**config.mk**
```make
export PLATFORM = sky130hd
export DESIGN_NAME = uart_cmd_hub_flat
export DESIGN_NICKNAME = d
export VERILOG_FILES = /design/src/rtl/uart_cmd_hub_if.sv /design/src/rtl/uart_cmd_hub.sv /design/src/flat_wrapper.sv
export SDC_FILE = /design/constraint.sdc
export NUM_CORES = 1
export LEC_CHECK = 0
export ABC_CLOCK_PERIOD_IN_PS = 4800
export CORE_ASPECT_RATIO = 1.25
export CORE_MARGIN = 5
export CORE_UTILIZATION = 60
export CTS_CLUSTER_DIAMETER = 150
export DETAILED_ROUTE_END_ITERATION = 8
export PLACE_DENSITY = 0.91
export RECOVER_POWER = 100
export SETUP_SLACK_MARGIN = 0.2
export SLEW_MARGIN = 10
export SYNTH_ARGS = -nofsm -noshare
export SYNTH_HDL_FRONTEND = slang
export SYNTH_SLANG_ARGS = --single-unit
```
**constraint.sdc**
```tcl
create_clock -name clk -period 4.8 [get_ports clk]
set_input_delay 0.48 -clock clk [delete_from_list [all_inputs] [get_ports clk]]
set_output_delay 0.48 -clock clk [all_outputs]
set_load 0.05 [all_outputs]
```
**src/rtl/uart_cmd_hub_if.sv**
```systemverilog
// UART-side bundle for uart_cmd_hub: per-channel receive strobes/bytes and
// transmit strobes/bytes/busy flags, packed with channel i at bits [8i+7:8i].
interface uart_cmd_hub_if #(
  parameter int UARTS = 2
);
  logic [UARTS-1:0]   rx_valid;
  logic [8*UARTS-1:0] rx_data;
  logic [UARTS-1:0]   tx_busy;
  logic [UARTS-1:0]   tx_send;
  logic [8*UARTS-1:0] tx_data;

  // UART side: delivers received bytes and busy, consumes transmit requests
  modport master (
    output rx_valid, rx_data, tx_busy,
    input  tx_send, tx_data
  );

  // Hub side: consumes received bytes and busy, issues transmit requests
  modport slave (
    input  rx_valid, rx_data, tx_busy,
    output tx_send, tx_data
  );
endinterface

```
**src/rtl/uart_cmd_hub.sv**
```systemverilog
// Multi-channel UART command hub: per-channel receive FIFOs, a round-robin
// byte arbiter, an LED command decoder with optional echo and '?' status
// readback as two uppercase ASCII hex characters, plus a heartbeat counter.
// The interface instance must be built with the same UARTS value as the hub.
module uart_cmd_hub #(
  parameter int UARTS      = 2,
  parameter int LEDS       = 4,
  parameter int FIFO_DEPTH = 4,
  parameter int CNT_WIDTH  = 24,
  parameter int ECHO       = 1
) (
  input  logic              clk,
  input  logic              rst_n,
  uart_cmd_hub_if.slave     uart,
  output logic [LEDS-1:0]   led,
  output logic              heartbeat,
  output logic [UARTS-1:0]  overflow
);

  localparam int CH_W  = (UARTS > 1) ? $clog2(UARTS) : 1;
  localparam int PTR_W = $clog2(FIFO_DEPTH);

  localparam logic [2:0] S_IDLE     = 3'd0;
  localparam logic [2:0] S_DECODE   = 3'd1;
  localparam logic [2:0] S_ECHO     = 3'd2;
  localparam logic [2:0] S_REPLY_HI = 3'd3;
  localparam logic [2:0] S_REPLY_LO = 3'd4;
  localparam logic [2:0] S_SETTLE   = 3'd5;

  logic [CNT_WIDTH-1:0] cnt;

  logic [7:0]       fifo_mem [UARTS][FIFO_DEPTH];
  logic [PTR_W:0]   wr_ptr   [UARTS];
  logic [PTR_W:0]   rd_ptr   [UARTS];
  logic [UARTS-1:0] fifo_empty;
  logic [UARTS-1:0] fifo_full;
  logic [UARTS-1:0] push;
  logic [UARTS-1:0] pop;
  logic [UARTS-1:0] ovf_set;

  logic [2:0]        state;
  logic [2:0]        after_settle;
  logic [CH_W-1:0]   rr_ptr;
  logic [CH_W-1:0]   cur_ch;
  logic [7:0]        cur_byte;
  logic              sel_found;
  logic [CH_W-1:0]   sel_ch;
  logic [7:0]        pop_byte;
  logic              busy_cur;
  logic [LEDS-1:0]   led_next;
  logic [7:0]        led_ext;
  logic [UARTS-1:0]  tx_send_c;
  logic [8*UARTS-1:0] tx_data_r;

  function automatic logic [7:0] hex_char(input logic [3:0] n);
    return (n < 4'd10) ? (8'h30 + {4'h0, n}) : (8'h37 + {4'h0, n});
  endfunction

  // Free-running heartbeat counter; wraps naturally at its width
  always_ff @(posedge clk or negedge rst_n) begin
    if (!rst_n) cnt <= '0;
    else        cnt <= cnt + 1'b1;
  end

  assign heartbeat = cnt[CNT_WIDTH-1];

  // FIFO status flags from wrapped pointers (extra MSB distinguishes full/empty)
  always_comb begin
    fifo_empty = '0;
    fifo_full  = '0;
    for (int i = 0; i < UARTS; i++) begin
      fifo_empty[i] = (wr_ptr[i] == rd_ptr[i]);
      fifo_full[i]  = (wr_ptr[i][PTR_W] != rd_ptr[i][PTR_W]) &&
                      (wr_ptr[i][PTR_W-1:0] == rd_ptr[i][PTR_W-1:0]);
    end
  end

  // Round-robin search for the first non-empty FIFO starting at rr_ptr
  always_comb begin
    int idx;
    idx       = 0;
    sel_found = 1'b0;
    sel_ch    = '0;
    for (int k = 0; k < UARTS; k++) begin
      idx = int'(rr_ptr) + k;
      if (idx >= UARTS) idx = idx - UARTS;
      if (!sel_found && !fifo_empty[idx]) begin
        sel_found = 1'b1;
        sel_ch    = CH_W'(idx);
      end
    end
  end

  // Push/pop/overflow decisions; a pop frees room for a same-cycle push
  always_comb begin
    pop = '0;
    if (state == S_IDLE && sel_found) pop[sel_ch] = 1'b1;
    push    = '0;
    ovf_set = '0;
    for (int i = 0; i < UARTS; i++) begin
      push[i]    = uart.rx_valid[i] && (!fifo_full[i] || pop[i]);
      ovf_set[i] = uart.rx_valid[i] && fifo_full[i] && !pop[i];
    end
    pop_byte = fifo_mem[sel_ch][rd_ptr[sel_ch][PTR_W-1:0]];
  end

  // FIFO storage; no reset needed since pointers define what is valid
  always_ff @(posedge clk) begin
    for (int i = 0; i < UARTS; i++) begin
      if (push[i]) fifo_mem[i][wr_ptr[i][PTR_W-1:0]] <= uart.rx_data[8*i +: 8];
    end
  end

  // FIFO read/write pointers
  always_ff @(posedge clk or negedge rst_n) begin
    if (!rst_n) begin
      for (int i = 0; i < UARTS; i++) begin
        wr_ptr[i] <= '0;
        rd_ptr[i] <= '0;
      end
    end else begin
      for (int i = 0; i < UARTS; i++) begin
        if (push[i]) wr_ptr[i] <= wr_ptr[i] + 1'b1;
        if (pop[i])  rd_ptr[i] <= rd_ptr[i] + 1'b1;
      end
    end
  end

  // LED command decode of the latched byte
  always_comb begin
    led_next = led;
    for (int i = 0; i < LEDS; i++) begin
      if (cur_byte == 8'h31 + 8'(i)) led_next[i] = ~led[i];
    end
    if (cur_byte == 8'h63) led_next = '0;
    if (cur_byte == 8'h73) led_next = '1;
    led_ext = '0;
    led_ext[LEDS-1:0] = led;
    busy_cur = uart.tx_busy[cur_ch];
  end

  // Main FSM: arbitrate, decode, then echo and/or status reply
  always_ff @(posedge clk or negedge rst_n) begin
    if (!rst_n) begin
      state        <= S_IDLE;
      after_settle <= S_IDLE;
      rr_ptr       <= '0;
      cur_ch       <= '0;
      cur_byte     <= '0;
      led          <= '0;
      tx_data_r    <= '0;
    end else begin
      case (state)
        S_IDLE: begin
          if (sel_found) begin
            cur_byte <= pop_byte;
            cur_ch   <= sel_ch;
            if (int'(sel_ch) == UARTS - 1) rr_ptr <= '0;
            else                           rr_ptr <= sel_ch + 1'b1;
            state <= S_DECODE;
          end
        end
        S_DECODE: begin
          led <= led_next;
          if (ECHO != 0) begin
            tx_data_r[8*int'(cur_ch) +: 8] <= cur_byte;
            state <= S_ECHO;
          end else if (cur_byte == 8'h3F) begin
            tx_data_r[8*int'(cur_ch) +: 8] <= hex_char(led_ext[7:4]);
            state <= S_REPLY_HI;
          end else begin
            state <= S_IDLE;
          end
        end
        S_ECHO: begin
          if (!busy_cur) begin
            after_settle <= (cur_byte == 8'h3F) ? S_REPLY_HI : S_IDLE;
            state        <= S_SETTLE;
          end
        end
        S_REPLY_HI: begin
          if (!busy_cur) begin
            after_settle <= S_REPLY_LO;
            state        <= S_SETTLE;
          end
        end
        S_REPLY_LO: begin
          if (!busy_cur) begin
            after_settle <= S_IDLE;
            state        <= S_SETTLE;
          end
        end
        S_SETTLE: begin
          if (after_settle == S_REPLY_HI)
            tx_data_r[8*int'(cur_ch) +: 8] <= hex_char(led_ext[7:4]);
          else if (after_settle == S_REPLY_LO)
            tx_data_r[8*int'(cur_ch) +: 8] <= hex_char(led_ext[3:0]);
          state <= after_settle;
        end
        default: state <= S_IDLE;
      endcase
    end
  end

  // Sticky overflow flags; a fresh drop wins over a same-cycle 'c' clear
  always_ff @(posedge clk or negedge rst_n) begin
    if (!rst_n) begin
      overflow <= '0;
    end else begin
      for (int i = 0; i < UARTS; i++) begin
        if (ovf_set[i])
          overflow[i] <= 1'b1;
        else if (state == S_DECODE && cur_byte == 8'h63 && int'(cur_ch) == i)
          overflow[i] <= 1'b0;
      end
    end
  end

  // Transmit strobe fires in the first cycle the serviced channel is not busy
  always_comb begin
    tx_send_c = '0;
    if ((state == S_ECHO || state == S_REPLY_HI || state == S_REPLY_LO) && !busy_cur)
      tx_send_c[cur_ch] = 1'b1;
  end

  assign uart.tx_send = tx_send_c;
  assign uart.tx_data = tx_data_r;

endmodule
```
**src/flat_wrapper.sv**
```systemverilog
// flat-port wrapper written by rule: the top's interface ports become plain ports
module uart_cmd_hub_flat 
#(
  parameter int UARTS      = 2,
  parameter int LEDS       = 4,
  parameter int FIFO_DEPTH = 4,
  parameter int CNT_WIDTH  = 24,
  parameter int ECHO       = 1
)
  (clk, rst_n, led, heartbeat, overflow, uart_rx_valid, uart_rx_data, uart_tx_busy, uart_tx_send, uart_tx_data);
  uart_cmd_hub_if #(.UARTS(UARTS)) uart_i ();
  input  logic clk;
  input  logic rst_n;
  output logic [LEDS-1:0] led;
  output logic heartbeat;
  output logic [UARTS-1:0] overflow;
  input wire logic [$bits(uart_i.rx_valid)-1:0] uart_rx_valid;
  input wire logic [$bits(uart_i.rx_data)-1:0] uart_rx_data;
  input wire logic [$bits(uart_i.tx_busy)-1:0] uart_tx_busy;
  output wire logic [$bits(uart_i.tx_send)-1:0] uart_tx_send;
  output wire logic [$bits(uart_i.tx_data)-1:0] uart_tx_data;
  assign uart_i.rx_valid = uart_rx_valid;
  assign uart_i.rx_data = uart_rx_data;
  assign uart_i.tx_busy = uart_tx_busy;
  assign uart_tx_send = uart_i.tx_send;
  assign uart_tx_data = uart_i.tx_data;
  uart_cmd_hub #(.UARTS(UARTS), .LEDS(LEDS), .FIFO_DEPTH(FIFO_DEPTH), .CNT_WIDTH(CNT_WIDTH), .ECHO(ECHO)) u_core (.clk(clk), .rst_n(rst_n), .uart(uart_i), .led(led), .heartbeat(heartbeat), .overflow(overflow));
endmodule
```
## Word-level counts from Yosys, hierarchy flattened

Memories as Yosys holds them, arrays and structs flattened.
Cells that the tools add are included.

- $add $sub $neg: 12
- Order comparisons: 15
- Shifts and indexed selects: 4
- Bitwise logic cells: 9
- Multiplexer cells: 60
- Eq/ne operators: 26
- Reduce and logical (&&, ||, !) cells: 46

Operator list:

| kind | number |
|---|---|
| two-way mux 32 bit | 4 |
| variable part select 8 x 33 -> 16 bit | 2 |
| < comparator 32 x 3 -> 1 bit, second input constant | 2 |
| bitwise mux 16 bit | 3 |
| equality test 8 x 6 -> 1 bit, second input constant | 5 |
| two-way mux 8 bit | 5 |
| negation 4 -> 33 bit | 1 |
| variable shift 8 x 33 -> 16 bit, first input constant | 1 |
| variable part select 8 x 33 -> 16 bit, first input constant | 1 |
| demux 8 bit (select 2 bit) | 2 |
| greater-or-equal comparator 32 x 3 -> 1 bit, second input constant | 1 |
| two-way mux 16 bit | 2 |
| case mux 16 bit (2 select lines) | 1 |
| subtractor 32 x 3 -> 32 bit, second input constant | 1 |
| two-way mux 1 bit | 25 |
| adder 24 x 1 -> 24 bit, second input constant | 1 |
| logical AND 1 bit | 18 |
| binary-select mux 8 bit (select 2 bit) | 1 |
| equality test 8 x 7 -> 1 bit, second input constant | 2 |
| two-way mux 3 bit | 5 |
| nonzero test 3 bit | 5 |
| adder 6 x 4 -> 7 bit, first input constant | 2 |
| AND reduction 2 bit | 7 |
| adder 3 x 1 -> 3 bit, second input constant | 4 |
| other kinds (33) | 71 |

- Flip-flop bits (word level): 74
- Memories: 1
- Word-level logic and storage cells: 190
- Memory bits (writable): 64
- Output and inout port bits: 25

Memories:

| name | depth | bits a word | read ports | clocked after Yosys merged registers in | wr ports | line | text |
|---|---|---|---|---|---|---|---|
| u_core.fifo_mem | 2 | 32 | 1 | 0 | 2 | uart_cmd_hub.sv:32 | `logic [7:0] fifo_mem [UARTS][FIFO_DEPTH];` |

## Depth between registers and ports, before layout

- Depth after elaboration: 18
- Gate-level depth with buffers: 8

## Worst setup path after synthesis

No wires, ideal clock.

- Kind: reg2out
- From: register u_core.state[2]
- To: output port uart_tx_send[1]
- Path slack: 2.305 ns
- Required time: 4.320 ns
- Stages on the path, launching flop included: 6
- Path buffers: 1
- Arrival time: 2.015 ns
- Cells stage by stage: dfrtp_1 -> clkbuf_1 -> inv_1 -> nor3_1 -> a21oi_1 -> nor3b_1

- Word-level cells in the longest chain between the ends: 5
- Elaborated cells between the ends (all ways): 7
- Classes of those cells: eq/ne: 3; mux: 1; reduce/logical: 3

RTL lines:

| what | line | text |
|---|---|---|
| from (decl) | uart_cmd_hub.sv:41 | `logic [2:0] state;` |
| from (signal assigned) | uart_cmd_hub.sv:198 | `state <= after_settle;` |
| equality test 3 x 2 -> 1 bit | uart_cmd_hub.sv:222 | `if ((state == S_ECHO \|\| state == S_REPLY_HI \|\| state == S_REPLY_LO) && !busy_cur)` |
| logical OR 1 bit | uart_cmd_hub.sv:222 |  |
| logical OR 1 bit (*) | uart_cmd_hub.sv:222 |  |
| logical AND 1 bit (*) | uart_cmd_hub.sv:222 |  |
| two-way mux 2 bit (*) | uart_cmd_hub.sv:222 |  |
| to (decl) | flat_wrapper.sv:20 | `output wire logic [$bits(uart_i.tx_send)-1:0] uart_tx_send;` |

Mark *: on every way between the ends. The rest lies on a longest branch, timed or not.

==> metrics.md <==
| Metric | Value |
|---|---|
| Chip height | 123 µm |
| Worst hold path type | in -> async |
| Clock skew | 6.85 ps |
| Slew Viols, Final | 30 |
| Synth area leader | edfxtp_1 |
| Count leader, synth | dfrtp_1 |
| Worst path required time | 4850 ps |
| Setup crit start kind | flip-flop |
| WS Path Type | reg -> reg |
| Total core area | 10100 µm² |
| Number of global-route vias before repair | 4038 |
| R2R Path Start | u_core.rd_ptr[0]$_DFFE_PN0P_ |
| Met1 usage | 25.2% |
| Fill cell count | 637 |
| Area growth from synthesis to final layout | 17.2% |
| Clock Latency Late Sink | 410 ps |
| Synth Instances | 451 |
| Min Tclk post-route | 3110 ps |
| DR iter-0 viols | 232 |
| H-tree depth | 4 |
| Layout cells sized above 1 | 9.00% |
| Post-synth EDFFs | 64 |
| Tcrit/Tclk final | 64.8% |
| Routability cong. | 0.814 |
| Worst-path cell chain | xor2_1 -> nor3_1 -> o21ba_1 -> o21a_1 -> and2_0 |
| CTS Hold Buffers Added | 0 |
| Slew HR | -1.45% |
| Worst VDD drop | 0.000416 V |
| Largest net degree at the start of global routing | 46 |
| Clock Sinks | 137 |
| Avg Cell Area, Syn | 13.6 µm² |
| PortBufs | 46 |
| Reg2reg end | u_core.fifo_mem[0][12]$_DFFE_PP_ |
| Async SR Flop Fraction | 53.3% |
| Starting density of the core | 61.1% |
| P_leak | 2.89 nW |
| Die area | 12400 µm² |
| Synth cell types | 63 |
| Row cnt | 41 |
| Setup TNS | 0 ps |
| Flop-to-flop setup slack | 1690 ps |
| Area of the multi-input gates | 2140 µm² |
| Achievable Freq | 322 MHz |
| Max Cap Viol | 1 |
| Yosys Warn Count | 0 |
| Gr busiest metal | met2 |
| Top cell type's share of synthesized area | 31.3% |
| Grt total ovfl | 0 |
| Die Width | 101 µm |
| Total Wirelength | 11800 µm |
| Synth area leaders | edfxtp_1 31%, dfrtp_1 30%, mux4_1 3.4% |
| Sequential area share after synthesis | 61.0% |
| First-pass GRT wire length | 20000 µm |
| Worst r2r path cells | 5 |
| Post-CTS setup buffers | 0 |
| Power Dens Cells | 672 nW/µm² |
| TritonCTS Buffers | 17 |
| Via/cell ratio | 5.85 |
| Mapped Area | 6140 µm² |
| Total GRT Usage | 21.4% |
| Worst slew pin tran | 1520 ps |
| Max incr delay on CP | 830 ps |
| Crit end category | flip-flop |
| Net count, final | 533 |
| Syn Nets | 486 |
| Antenna diodes | 0 |
| Global-route met2 utilization | 37.3% |
| Hpwl dp | 8190 µm |
| Worst-path fanout max | 11 |
| Failing checks | max-capacitance violations, max-slew violations |
| Status | complete, but fails checks |
| Final Hold Fails | 0 |
| Detailed-router iteration count before antenna repair | 5 |
| Initial antenna violation count | 0 |
| Most used DFF post-synth | dfrtp_1 |
| Clock Root Buffer | clkbuf_16 |
| Critical-path top delay cell | nor3_1 |
| PostCTS Resize Cnt | 0 |
| WHS | 430 ps |
| Final antenna-violating net count | 0 |
| Drt drc | 0 |
| Reg area | 3750 µm² |
| CTS Buffer Depth | 2 |
| I/O pins | 47 |
| Data arrival, critical path | 3160 ps |
| Unrepaired setup endpoints after global routing | no |
| Post-synth top cells | 73 x dfrtp_1, 64 x edfxtp_1, 30 x nor2_1 |
| CTS tree | built |
| WL per Instance | 18.5 µm |
| Placed Instance Area | 6670 µm² |
| Final instance area | 7200 µm² |
| Final core utilization | 71.6% |
| Vias | 3741 |
| Clk slew on worst S/H paths | 60 ps |
| Final setup vio count | 0 |
| Synthesis-stage register bit count | 137 |
| Met3 GRT Util | 5.98% |
-- worst max-delay path: cells and delay by family (launching register included) --
family | cells | cell delay (ps)
AOI/OAI and AO/OA | 2 | 590
xor gates and xnor gates | 1 | 170
DFF | 1 | 640
and+or+nand+nor | 2 | 1350
-- placed cells by master (no fill, tap or decap), drive strengths merged, types with 3 or more instances in the layout --
| cell | n |
|---|---|
| a21oi | 27 |
| a2bb2oi | 3 |
| and2 | 7 |
| and3 | 6 |
| bufinv | 4 |
| clkbuf | 19 |
| clkdlybuf4s50 | 4 |
| clkinv | 9 |
| dfrtp | 73 |
| dlygate4sd3 | 41 |
| edfxtp | 64 |
| ha | 13 |
| inv | 20 |
| mux2 | 8 |
| mux2i | 9 |
| mux4 | 16 |
| nand2 | 28 |
| nand3 | 14 |
| nand4 | 6 |
| nand4b | 3 |
| nor2 | 31 |
| nor3 | 6 |
| o21a | 3 |
| o21ai | 16 |
| o22a | 6 |
| or3 | 4 |
| xnor2 | 22 |
| xor2 | 15 |
-- metal layers --
metal	vias to the layer above	share of wire, %
met5	-	0
met4	0	2.9
met3	24	4.0
met2	105	53
met1	1862	41
li1	1750	-
-- final cells by class --
type / count / area share (%)
clock buffer: 18 / 5.96
sequential: 137 / 52.1
tap: 129 / 2.24
multi-input combinational: 275 / 29.8
timing repair buffer: 47 / 6.41
inverter: 20 / 1.04
clock inverter: 14 / 2.50
-- flip-flops by register name, indices dropped and copies added (netlist names) --
| signal | flops |
|---|---|
| u_core.fifo_mem | 64 |
| u_core.cnt | 24 |
| u_core.uart.tx_data | 16 |
| u_core.cur_byte | 8 |
| u_core.rd_ptr | 6 |
| u_core.wr_ptr | 6 |
| u_core.led | 4 |
| u_core.state | 3 |
| u_core.after_settle | 2 |
| u_core.overflow | 2 |
| u_core.cur_ch | 1 |
| u_core.rr_ptr | 1 |
-- how the worst max path moves through the flow --
stage,slack [ps],to,cells past startpoint,start
final,1690,u_core.fifo_mem[0][12]$_DFFE_PP_,5,u_core.rd_ptr[0]$_DFFE_PN0P_
after global routing,1430,u_core.fifo_mem[0][19]$_DFFE_PP_,5,u_core.rd_ptr[0]$_DFFE_PN0P_
after CTS,1940,uart_tx_send[1],5,u_core.state[2]$_DFFE_PN0P_
after detailed placement,2310,u_core.fifo_mem[1][29]$_DFFE_PP_,5,u_core.rd_ptr[3]$_DFFE_PN0P_
after global placement,2410,uart_tx_send[1],3,uart_tx_busy[1]
after floorplan,2310,uart_tx_send[1],5,u_core.state[2]$_DFFE_PN0P_
-- stage by stage --
stage / cells / worst slack (ps) / total power [W]
5_1_grt: 640 / 1430 / 0.00510
3_3_place_gp: 608 / 2410 / 0.00351
4_1_cts: 640 / 1940 / 0.00497
3_5_place_dp: 608 / 2310 / 0.00361
6_report: 640 / 1690 / 0.00484
2_1_floorplan: 451 / 2310 / 0.00315
-- cells by family (layout without fill, tap and decap cells) --
logic type	after synthesis	count (layout)	share of synthesized area, %
flops	137	137	61.0
compound gates	71	71	7.68
xor+xnor	37	37	5.52
simple gates	121	121	10.8
buf+inv	39	99	2.89
fa+ha+maj	13	13	2.65
mux	33	33	9.41
-- power breakdown --
group,leakage [nW],switching (W),internal (W)
clock,0.296,0.000468,0.000861
sequential,1.48,0.000312,0.00156
combinational,1.11,0.000988,0.000649
total,2.89,0.00177,0.00307
No activity file was read; power rests on OpenSTA's default activity.
